**config.mk**
```make
export PLATFORM = sky130hd
export DESIGN_NAME = or_loop_pulse_driver
export DESIGN_NICKNAME = d
export VERILOG_FILES = /design/src/rtl/or_loop_pulse_driver.sv
export SDC_FILE = /design/constraint.sdc
export NUM_CORES = 1
export LEC_CHECK = 0
export ABC_CLOCK_PERIOD_IN_PS = 4050
export CAP_MARGIN = 0
export CORE_MARGIN = 3
export CORE_UTILIZATION = 57
export DETAILED_ROUTE_END_ITERATION = 10
export PLACE_DENSITY = 0.87
export REMOVE_ABC_BUFFERS = 1
export SYNTH_ARGS = -nofsm -noshare
export SYNTH_HDL_FRONTEND = slang
export SYNTH_SLANG_ARGS = --single-unit
```
**constraint.sdc**
```tcl
create_clock -name clk -period 4.05 [get_ports clk]
set_input_delay 0.405 -clock clk [delete_from_list [all_inputs] [get_ports clk]]
set_output_delay 0.405 -clock clk [all_outputs]
set_load 0.03 [all_outputs]
```
**src/rtl/or_loop_pulse_driver.sv**
```systemverilog
// ----------------------------------------------------------------------------
// or_loop_pulse_driver
//
// Stimulus/measurement controller for the OR-gate storage-loop test
// structures. One trial per start: hold the (clearable) loop in clear,
// drive a single pulse of programmable width into the loop input, then
// watch the synchronized loop output for a latch-up. Reports whether the
// loop latched and the cycle count from the first pulse cycle to detection.
//
// Ports:
//   clk            single clock, all state on rising edge
//   rst            asynchronous, active-high reset
//   start_i        begin trial (sampled only while idle)
//   pulse_width_i  pulse length in cycles, captured at start
//   timeout_i      observation window in cycles, captured at start (0 = max)
//   loop_out_i     loop output, asynchronous to clk
//   loop_in_o      registered drive to the loop input
//   loop_clr_o     registered clear to the clearable loop variant
//   busy_o         high whenever a trial is in progress
//   done_o         one-cycle strobe at trial end
//   latched_o      trial result, held until the next trial's done
//   resolve_cnt_o  cycles from first pulse cycle to detection (or window)
// ----------------------------------------------------------------------------
module or_loop_pulse_driver #(
  parameter int WIDTH_W     = 8,
  parameter int TIMEOUT_W   = 12,
  parameter int SYNC_STAGES = 2,
  parameter int CLR_CYCLES  = 4
) (
  input  logic                 clk,
  input  logic                 rst,
  input  logic                 start_i,
  input  logic [WIDTH_W-1:0]   pulse_width_i,
  input  logic [TIMEOUT_W-1:0] timeout_i,
  input  logic                 loop_out_i,
  output logic                 loop_in_o,
  output logic                 loop_clr_o,
  output logic                 busy_o,
  output logic                 done_o,
  output logic                 latched_o,
  output logic [TIMEOUT_W-1:0] resolve_cnt_o
);

  typedef enum logic [2:0] {
    S_IDLE,
    S_CLEAR,
    S_PULSE,
    S_WAIT,
    S_DONE
  } state_t;

  localparam logic [TIMEOUT_W-1:0] CNT_MAX  = '1;
  localparam int                   CLR_W    = (CLR_CYCLES > 1) ? $clog2(CLR_CYCLES) : 1;
  localparam logic [CLR_W-1:0]     CLR_LAST = CLR_W'(CLR_CYCLES - 1);

  state_t                 state_q, state_d;
  logic [SYNC_STAGES-1:0] sync_q;
  logic                   sync_hi;
  logic [WIDTH_W-1:0]     width_q, width_d;
  logic [WIDTH_W-1:0]     pleft_q, pleft_d;
  logic [TIMEOUT_W-1:0]   tmo_q, tmo_d;
  logic [TIMEOUT_W-1:0]   tmo_m1;
  logic [CLR_W-1:0]       clr_cnt_q, clr_cnt_d;
  logic [TIMEOUT_W-1:0]   cnt_q, cnt_d;
  logic                   det_q, det_d;
  logic [TIMEOUT_W-1:0]   det_cnt_q, det_cnt_d;
  logic                   latched_q, latched_d;
  logic [TIMEOUT_W-1:0]   res_q, res_d;
  logic                   loop_in_q, loop_clr_q, busy_q, done_q;

  assign sync_hi = sync_q[SYNC_STAGES-1];
  assign tmo_m1  = tmo_q - TIMEOUT_W'(1);

  always_comb begin
    state_d   = state_q;
    width_d   = width_q;
    pleft_d   = pleft_q;
    tmo_d     = tmo_q;
    clr_cnt_d = clr_cnt_q;
    cnt_d     = (cnt_q == CNT_MAX) ? cnt_q : cnt_q + TIMEOUT_W'(1);
    det_d     = det_q;
    det_cnt_d = det_cnt_q;
    latched_d = latched_q;
    res_d     = res_q;

    case (state_q)
      S_IDLE: begin
        if (start_i) begin
          state_d   = S_CLEAR;
          width_d   = pulse_width_i;
          // A zero window means "as long as the counter can measure".
          tmo_d     = (timeout_i == '0) ? CNT_MAX : timeout_i;
          clr_cnt_d = '0;
          det_d     = 1'b0;
        end
      end
      S_CLEAR: begin
        if (clr_cnt_q == CLR_LAST) begin
          // Cycle counter starts at 0 on the first PULSE (or WAIT) cycle.
          cnt_d   = '0;
          pleft_d = width_q - WIDTH_W'(1);
          state_d = (width_q != '0) ? S_PULSE : S_WAIT;
        end else begin
          clr_cnt_d = clr_cnt_q + CLR_W'(1);
        end
      end
      S_PULSE: begin
        // Detection is armed from c=0, so a loop that never cleared is
        // reported here as latched with a count of 0.
        if (sync_hi && !det_q) begin
          det_d     = 1'b1;
          det_cnt_d = cnt_q;
        end
        if (pleft_q == '0) begin
          // The pulse always runs full length; if the window has already
          // elapsed (W >= T) or the loop latched, the trial ends here.
          state_d = (det_d || (cnt_q >= tmo_m1)) ? S_DONE : S_WAIT;
        end else begin
          pleft_d = pleft_q - WIDTH_W'(1);
        end
      end
      S_WAIT: begin
        // Detection takes priority over a timeout in the same cycle.
        if (sync_hi) begin
          det_d     = 1'b1;
          det_cnt_d = cnt_q;
          state_d   = S_DONE;
        end else if (cnt_q == tmo_m1) begin
          state_d = S_DONE;
        end
      end
      S_DONE: begin
        state_d = S_IDLE;
      end
      default: begin
        state_d = S_IDLE;
      end
    endcase

    // Results become visible together with done_o.
    if ((state_q != S_DONE) && (state_d == S_DONE)) begin
      latched_d = det_d;
      res_d     = det_d ? det_cnt_d : tmo_q;
    end
  end

  always_ff @(posedge clk or posedge rst) begin
    if (rst) begin
      state_q    <= S_IDLE;
      sync_q     <= '0;
      width_q    <= '0;
      pleft_q    <= '0;
      tmo_q      <= '0;
      clr_cnt_q  <= '0;
      cnt_q      <= '0;
      det_q      <= 1'b0;
      det_cnt_q  <= '0;
      latched_q  <= 1'b0;
      res_q      <= '0;
      loop_in_q  <= 1'b0;
      loop_clr_q <= 1'b0;
      busy_q     <= 1'b0;
      done_q     <= 1'b0;
    end else begin
      state_q    <= state_d;
      sync_q     <= {sync_q[SYNC_STAGES-2:0], loop_out_i};
      width_q    <= width_d;
      pleft_q    <= pleft_d;
      tmo_q      <= tmo_d;
      clr_cnt_q  <= clr_cnt_d;
      cnt_q      <= cnt_d;
      det_q      <= det_d;
      det_cnt_q  <= det_cnt_d;
      latched_q  <= latched_d;
      res_q      <= res_d;
      // Outputs are decoded from the next state so they leave a flop.
      loop_in_q  <= (state_d == S_PULSE);
      loop_clr_q <= (state_d == S_CLEAR);
      busy_q     <= (state_d != S_IDLE);
      done_q     <= (state_d == S_DONE);
    end
  end

  assign loop_in_o     = loop_in_q;
  assign loop_clr_o    = loop_clr_q;
  assign busy_o        = busy_q;
  assign done_o        = done_q;
  assign latched_o     = latched_q;
  assign resolve_cnt_o = res_q;

endmodule
```
==> results of run 1 <==
[worst paths after layout]
check	start	end	slack, ps	cells after the start
min	sync_q[0]	sync_q[1]	360	0
max	tmo_q[2]	resolve_cnt_o[2]	760	12
min reg2reg	sync_q[0]	sync_q[1]	360	0
min in group asynchronous	rst	tmo_q[3]	600	2
max reg2reg	tmo_q[2]	resolve_cnt_o[2]	760	12
max in group asynchronous	rst	resolve_cnt_o[2]	2670	3
[sequential cells by signal (all words and copies together) (netlist names)]
name,count
busy_o,1
clr_cnt_q,2
cnt_q,12
det_cnt_q,12
det_q,1
done_o,1
latched_o,1
loop_clr_o,1
loop_in_o,1
pleft_q,8
resolve_cnt_o,12
state_q,3
sync_q,2
tmo_q,12
width_q,8
[power groups by stage]
stage                     Combinational [W]  Clock, W  Sequential, W
after floorplan                    0.000936         0        0.00147
after detailed placement            0.00151         0        0.00140
after global routing                0.00167  0.000702        0.00145
after global placement              0.00144         0        0.00139
after CTS                           0.00152  0.000670        0.00139
final                               0.00152  0.000663        0.00140
[kinds of logic after synthesis]
logic type	share of synthesized area [%]
multiplexers	10.4
AO/OA/AOI/OAI	15.0
buffers and inverters	3.00
AND/OR/NAND/NOR	14.6
XOR/XNOR	3.94
flip-flops	48.1
adder cells (fa/ha/maj)	5.00
[metal layers]
layer | share of wire (%) | vias to the layer above | global-route usage, %
met4 | 1.8 | 0 | 7.28
met5 | 0 | - | 0
li1 | - | 1490 | -
met2 | 51 | 93 | 39.2
met3 | 4.1 | 22 | 4.09
met1 | 43 | 1506 | 28.0
[stage by stage]
step / util [%] / total power (W) / hold WS [ps]
3_3_place_gp: 68.7 / 0.00282 / 333
3_5_place_dp: 68.7 / 0.00291 / 348
4_1_cts: 72.2 / 0.00359 / 366
2_1_floorplan: - / 0.00240 / 331
5_1_grt: 72.2 / 0.00382 / 379
6_report: 72.2 / 0.00359 / 359
[placed cells by master, fill, tap and decap left out, types with 2 or more instances in the layout]
cell,Yosys,final
dfrtp_1,77,77
clkdlybuf4s50_1,0,40
nor2_1,31,31
a21oi_1,26,26
nand2_1,20,20
mux2_2,20,20
mux2i_1,18,18
nor3_1,17,16
ha_1,16,16
a31oi_1,15,15
o22a_1,12,12
nand3_1,11,11
inv_1,12,11
xnor2_1,11,11
clkbuf_8,0,11
o21ai_0,8,8
nand4_1,7,7
xor2_1,7,7
buf_4,0,7
a211oi_1,6,6
nor4_1,5,5
nand2b_1,4,4
o211ai_1,4,4
nor2b_1,3,3
or3_1,3,3
o21ai_2,2,2
nor3_2,1,2
a311oi_1,2,2
o211a_1,2,2
o21ai_1,2,2
bufinv_16,0,2
[final cells by class]
cell class	instances	area [um^2]
Clock buffer	11	151
Clock inverter	5	81.3
Fill cell	454	1830
Inverter	12	45.0
Multi-Input combinational cell	276	1970
Sequential cell	77	1930
Tap cell	93	116
Timing Repair Buffer	47	453
==> key figures, run 1 <==
Status
  – Status: completed

Timing
  – Fin. max-slew vios: 0
  – Least-Margin Pin Slew: 1040 ps
  – Final setup vio count: 0
  – Fin. Hold Viols: 0
  – Worst Skew: 10.4 ps
  – Max Fclk: 304 MHz
  – Relative slew slack: 30.2%
  – Setup TNS: 0 ps
  – Tcrit/Tclk final: 81.2%
  – Min Clock Period, post-route: 3290 ps
  – RSZ-0062 raised after global routing: no
  – Worst setup margin: 761 ps

Routing
  – DRC violations left: 0
  – DRT iter0 DRCs: 150
  – Post-detailed-routing wire length: 8.67 mm
  – Drt wl/cell: 16.6 um
  – Vias per cell: 5.97
  – DRT Pass-1 Iters: 4
  – ANT nets after route: 0
  – Vias: 3111

Placed design
  – Port Buf Inserts: 40
  – Dpl cells: 505
  – Dpl cell area: 4510 um^2
  – RD Place Congestion: 0.856
  – Dpl ws: 829 ps
  – Post-detail-place hpwl: 6.21 mm

Yosys
  – Async S/R FF share, synth: 100%
  – Largest cells by area after synthesis: dfrtp_1, mux2_2, ha_1, mux2i_1, a21oi_1
  – Post-synth top area cell: dfrtp_1
  – Sequential area share after synthesis: 48.1%
  – Top-count cell post-synth: dfrtp_1
  – Ys Warns: 0
  – Seq cells post-synth: 77
  – Post-synth EDFFs: 0
  – Ys flop type: dfrtp_1
  – Share of the synthesized area in the top cell type: 48.1%
  – Cell variety after synth: 53
  – Synthesized instance count: 380
  – Top cells by count, synth: dfrtp_1, nor2_1, a21oi_1, mux2_2, nand2_1
  – Syn Area/Cell: 10.5 um^2
  – Synthesized area: 4010 um^2

Floorplanning
  – Core area: 6570 um^2
  – Core Rows: 29
  – Starting density of the core: 61.0%
  – # IOs: 41
  – Die Wd: 89.8 um
  – Height of the die: 89.8 um
  – Die area: 8070 um^2

Global routing
  – Pin count of the biggest net entering global routing: 48
  – Total gr overflow: 0
  – First-pass GRT wire length: 14.9 mm
  – Initial antenna violation count: 0
  – Number of global-route vias before repair: 3205
  – Global Route Usage Sum: 22.4%

Clocking
  – Htree depth: 3
  – Sink Count: 77
  – Worst skew pair latency: 340 ps
  – Clk root buf: clkbuf_8
  – CTS tree: yes
  – Post-CTS Resized: 0
  – Post-CTS setup buffer count: 0
  – CTS buffer count: 9
  – CTS max path bufs: 2
  – Cts hold-fix bufs: 0
  – Clock-pin slew on the worst setup and hold paths: 80 ps

Power
  – PwrDens: 756 nW/um^2
  – Static leakage: 1.98 nW
  – Net Sw Frac: 40.1%
  – Internal cell power: 0.00215 W
  – Clock share of power: 18.5%
  – Flop pwr share: 39.1%
  – P_sw: 0.00144 W
  – Combinational group share of total power: 42.4%
  – Maximum vdd ir drop: 0.491 mV

Worst setup path
  – Worst Path Required: 4310 ps
  – Crit path buf inv count: 1
  – Data arrival, critical path: 3540 ps
  – Worst setup SP type: register
  – Critical Setup Path Class: reg2reg
  – Top delay family on crit path: simple AND/OR/NAND/NOR gates
  – Worst path max stage delay: 440 ps
  – Type of element capturing the critical path: register
  – Worst path slowest cell: dfrtp_1
  – Cell mode on critical path: nor4_1
  – CP max FO: 16
  – CP Cell Sequence: nor4_1 -> nand2_1 -> nor4_1 -> xnor2_1 -> ha_1 -> nand4_1 -> nor3_1 -> nor2_1 -> o21ai_2 -> buf_4 -> a21oi_1 -> a31oi_1

Final layout
  – Layout cell share with drive strength beyond 1: 13.6%
  – Final Instance Area: 4740 um^2
  – Final cell count without fillers: 521
  – # diodes: 0
  – Synth-to-layout area growth: 18.4%
  – Nets: 463

Flow run
  – Number of max-cap violations: 0

Worst hold path
  – Worst Hold Class: reg2reg
No activity file was read; power rests on OpenSTA's default activity.
==> run 2: changes to the inputs <==
ABC_CLOCK_PERIOD_IN_PS = 3010   (was 4050)
CORE_UTILIZATION = 51   (was 57)
PLACE_DENSITY = 0.83   (was 0.87)
clock period = 3.01 ns   (was 4.05 ns; I/O delays follow)
==> key figures, run 2 (synthesis results as in run 1) <==
Timing
  – Fin. max-slew vios: 0
  – Max Fclk: 355 MHz
  – Worst setup margin: 191 ps
  – Min Clock Period, post-route: 2820 ps
  – Least-Margin Pin Slew: 747 ps
  – Worst Skew: 10.1 ps
  – Fin. Hold Viols: 0
  – Final setup vio count: 0
  – Tcrit/Tclk final: 93.6%
  – Relative slew slack: 50.1%

Final layout
  – # diodes: 0
  – Nets: 471
  – Fin util: 65.0%
  – Layout cell share with drive strength beyond 1: 16.3%
  – Most frequent cells in the layout: dfrtp_1, clkdlybuf4s50_1, nor2_1
  – Most common cell after layout, fill and taps aside: dfrtp_1
  – Synth-to-layout area growth: 20.9%
  – Final cell count without fillers: 535

Flow run
  – Number of max-cap violations: 0

Worst setup path
  – Worst path max stage delay: 530 ps
  – CP max FO: 12
  – Worst setup SP type: register
  – Worst path slowest cell: or4_1
  – Data arrival, critical path: 3090 ps
  – Worst Path Required: 3280 ps
  – Cell mode on critical path: nor3_2
  – Top delay family on crit path: simple AND/OR/NAND/NOR gates
  – Type of element capturing the critical path: register
  – Critical Setup Path Class: reg2reg
  – CP Cell Sequence: or4_1 -> nor3_2 -> xnor2_1 -> ha_1 -> nand4_1 -> nor3_2 -> nor3_1 -> o211ai_1 -> buf_4 -> a21oi_1 -> a31oi_1
  – Crit path buf inv count: 1

Routing
  – DRC violations left: 0
  – ANT nets after route: 0
  – DRT iter0 DRCs: 213
  – Post-detailed-routing wire length: 8.68 mm
  – Vias: 3168
  – DRT Pass-1 Iters: 6
  – Vias per cell: 5.92
  – Drt wl/cell: 16.2 um

Floorplanning
  – Die Wd: 94.6 um
  – Starting density of the core: 53.8%
  – # IOs: 41
  – Core Rows: 31
  – Height of the die: 94.6 um
  – Die area: 8950 um^2
  – Core area: 7450 um^2

Placed design
  – Dpl cells: 518
  – RD Place Congestion: 0.860
  – Port Buf Inserts: 40
  – Dpl ws: 27.5 ps
  – Post-detail-place hpwl: 6.16 mm

Power
  – Maximum vdd ir drop: 0.568 mV
  – PwrDens: 1000 nW/um^2
  – Static leakage: 2.03 nW
  – Final Power: 0.00486 W

Global routing
  – Global Route Usage Sum: 20.6%
  – Number of global-route vias before repair: 3123
  – Total gr overflow: 0
  – Pin count of the biggest net entering global routing: 50
  – First-pass GRT wire length: 14.5 mm
  – Initial antenna violation count: 0

Clocking
  – Htree depth: 3
  – CTS tree: yes
  – Worst skew pair latency: 350 ps
  – Clk root buf: clkbuf_8
  – Sink Count: 77
  – CTS max path bufs: 2
  – Clock-pin slew on the worst setup and hold paths: 90 ps
  – CTS buffer count: 9
  – Cts hold-fix bufs: 0

Status
  – Status: completed

Worst hold path
  – Worst Hold Class: in2async
run 2: changes by cell type in the layout (fill, tap and decap cells not counted), sizes merged:
cell | previous run | this run
buf | 7 | 15
clkinv | 1 | 4
clkbuf | 11 | 10
clkinvlp | 1 | 0
inv | 13 | 12
run 2: where the power goes:
group	switching [W]	total (W)	internal, W	leakage [nW]
logic	0.00114	0.00213	0.000987	1.00
clock network	0.000392	0.000860	0.000467	0.110
registers	0.000423	0.00187	0.00144	0.918
total	0.00196	0.00486	0.00290	2.03
run 2: path summary, 6_finish.rpt:
kind                                 from               end  slack (ps)  cells past startpoint
min in group clk                sync_q[0]         sync_q[1]         360                      0
worst max-delay path             tmo_q[9]  resolve_cnt_o[4]         190                     11
worst max register to register   tmo_q[9]  resolve_cnt_o[4]         190                     11
max in group asynchronous             rst      det_cnt_q[4]        1950                      3
worst min register to register  sync_q[0]         sync_q[1]         360                      0
worst min-delay path                  rst        pleft_q[7]         360                      2
run 2: timing repair:
item / in CTS / in global routing
endpoints found under the setup margin: 0 / 19
resized for setup: 0 / 7
setup buffers: 0 / 1
hold endpoints to repair: 0 / 0
run 2: final cells by class:
cell class / instances / area (um^2)
fill: 603 / 2600
multi-input combinational: 276 / 2010
sequential: 77 / 1930
inverter: 12 / 45.0
timing repair buffer: 55 / 526
clock inverter: 6 / 87.6
tap: 99 / 124
clock buffer: 10 / 128
run 2: per-stage QoR:
stage / area, um^2 / TNS [ps] / hold WS (ps)
floorplan: 3930 / -1610 / 331
global placement: 4580 / 0 / 334
detailed placement: 4580 / 0 / 337
CTS: 4800 / 0 / 356
global route: 4840 / -210 / 377
finish: 4840 / 0 / 356
run 2: per-layer routing:
| layer | track usage, % | vias up | routed length (um) |
|---|---|---|---|
| li1 | - | 1493 | - |
| met1 | 24.9 | 1565 | 3800 |
| met2 | 35.5 | 91 | 4260 |
| met3 | 4.62 | 19 | 417 |
| met4 | 8.17 | 0 | 205 |
| met5 | 0 | - | 0 |
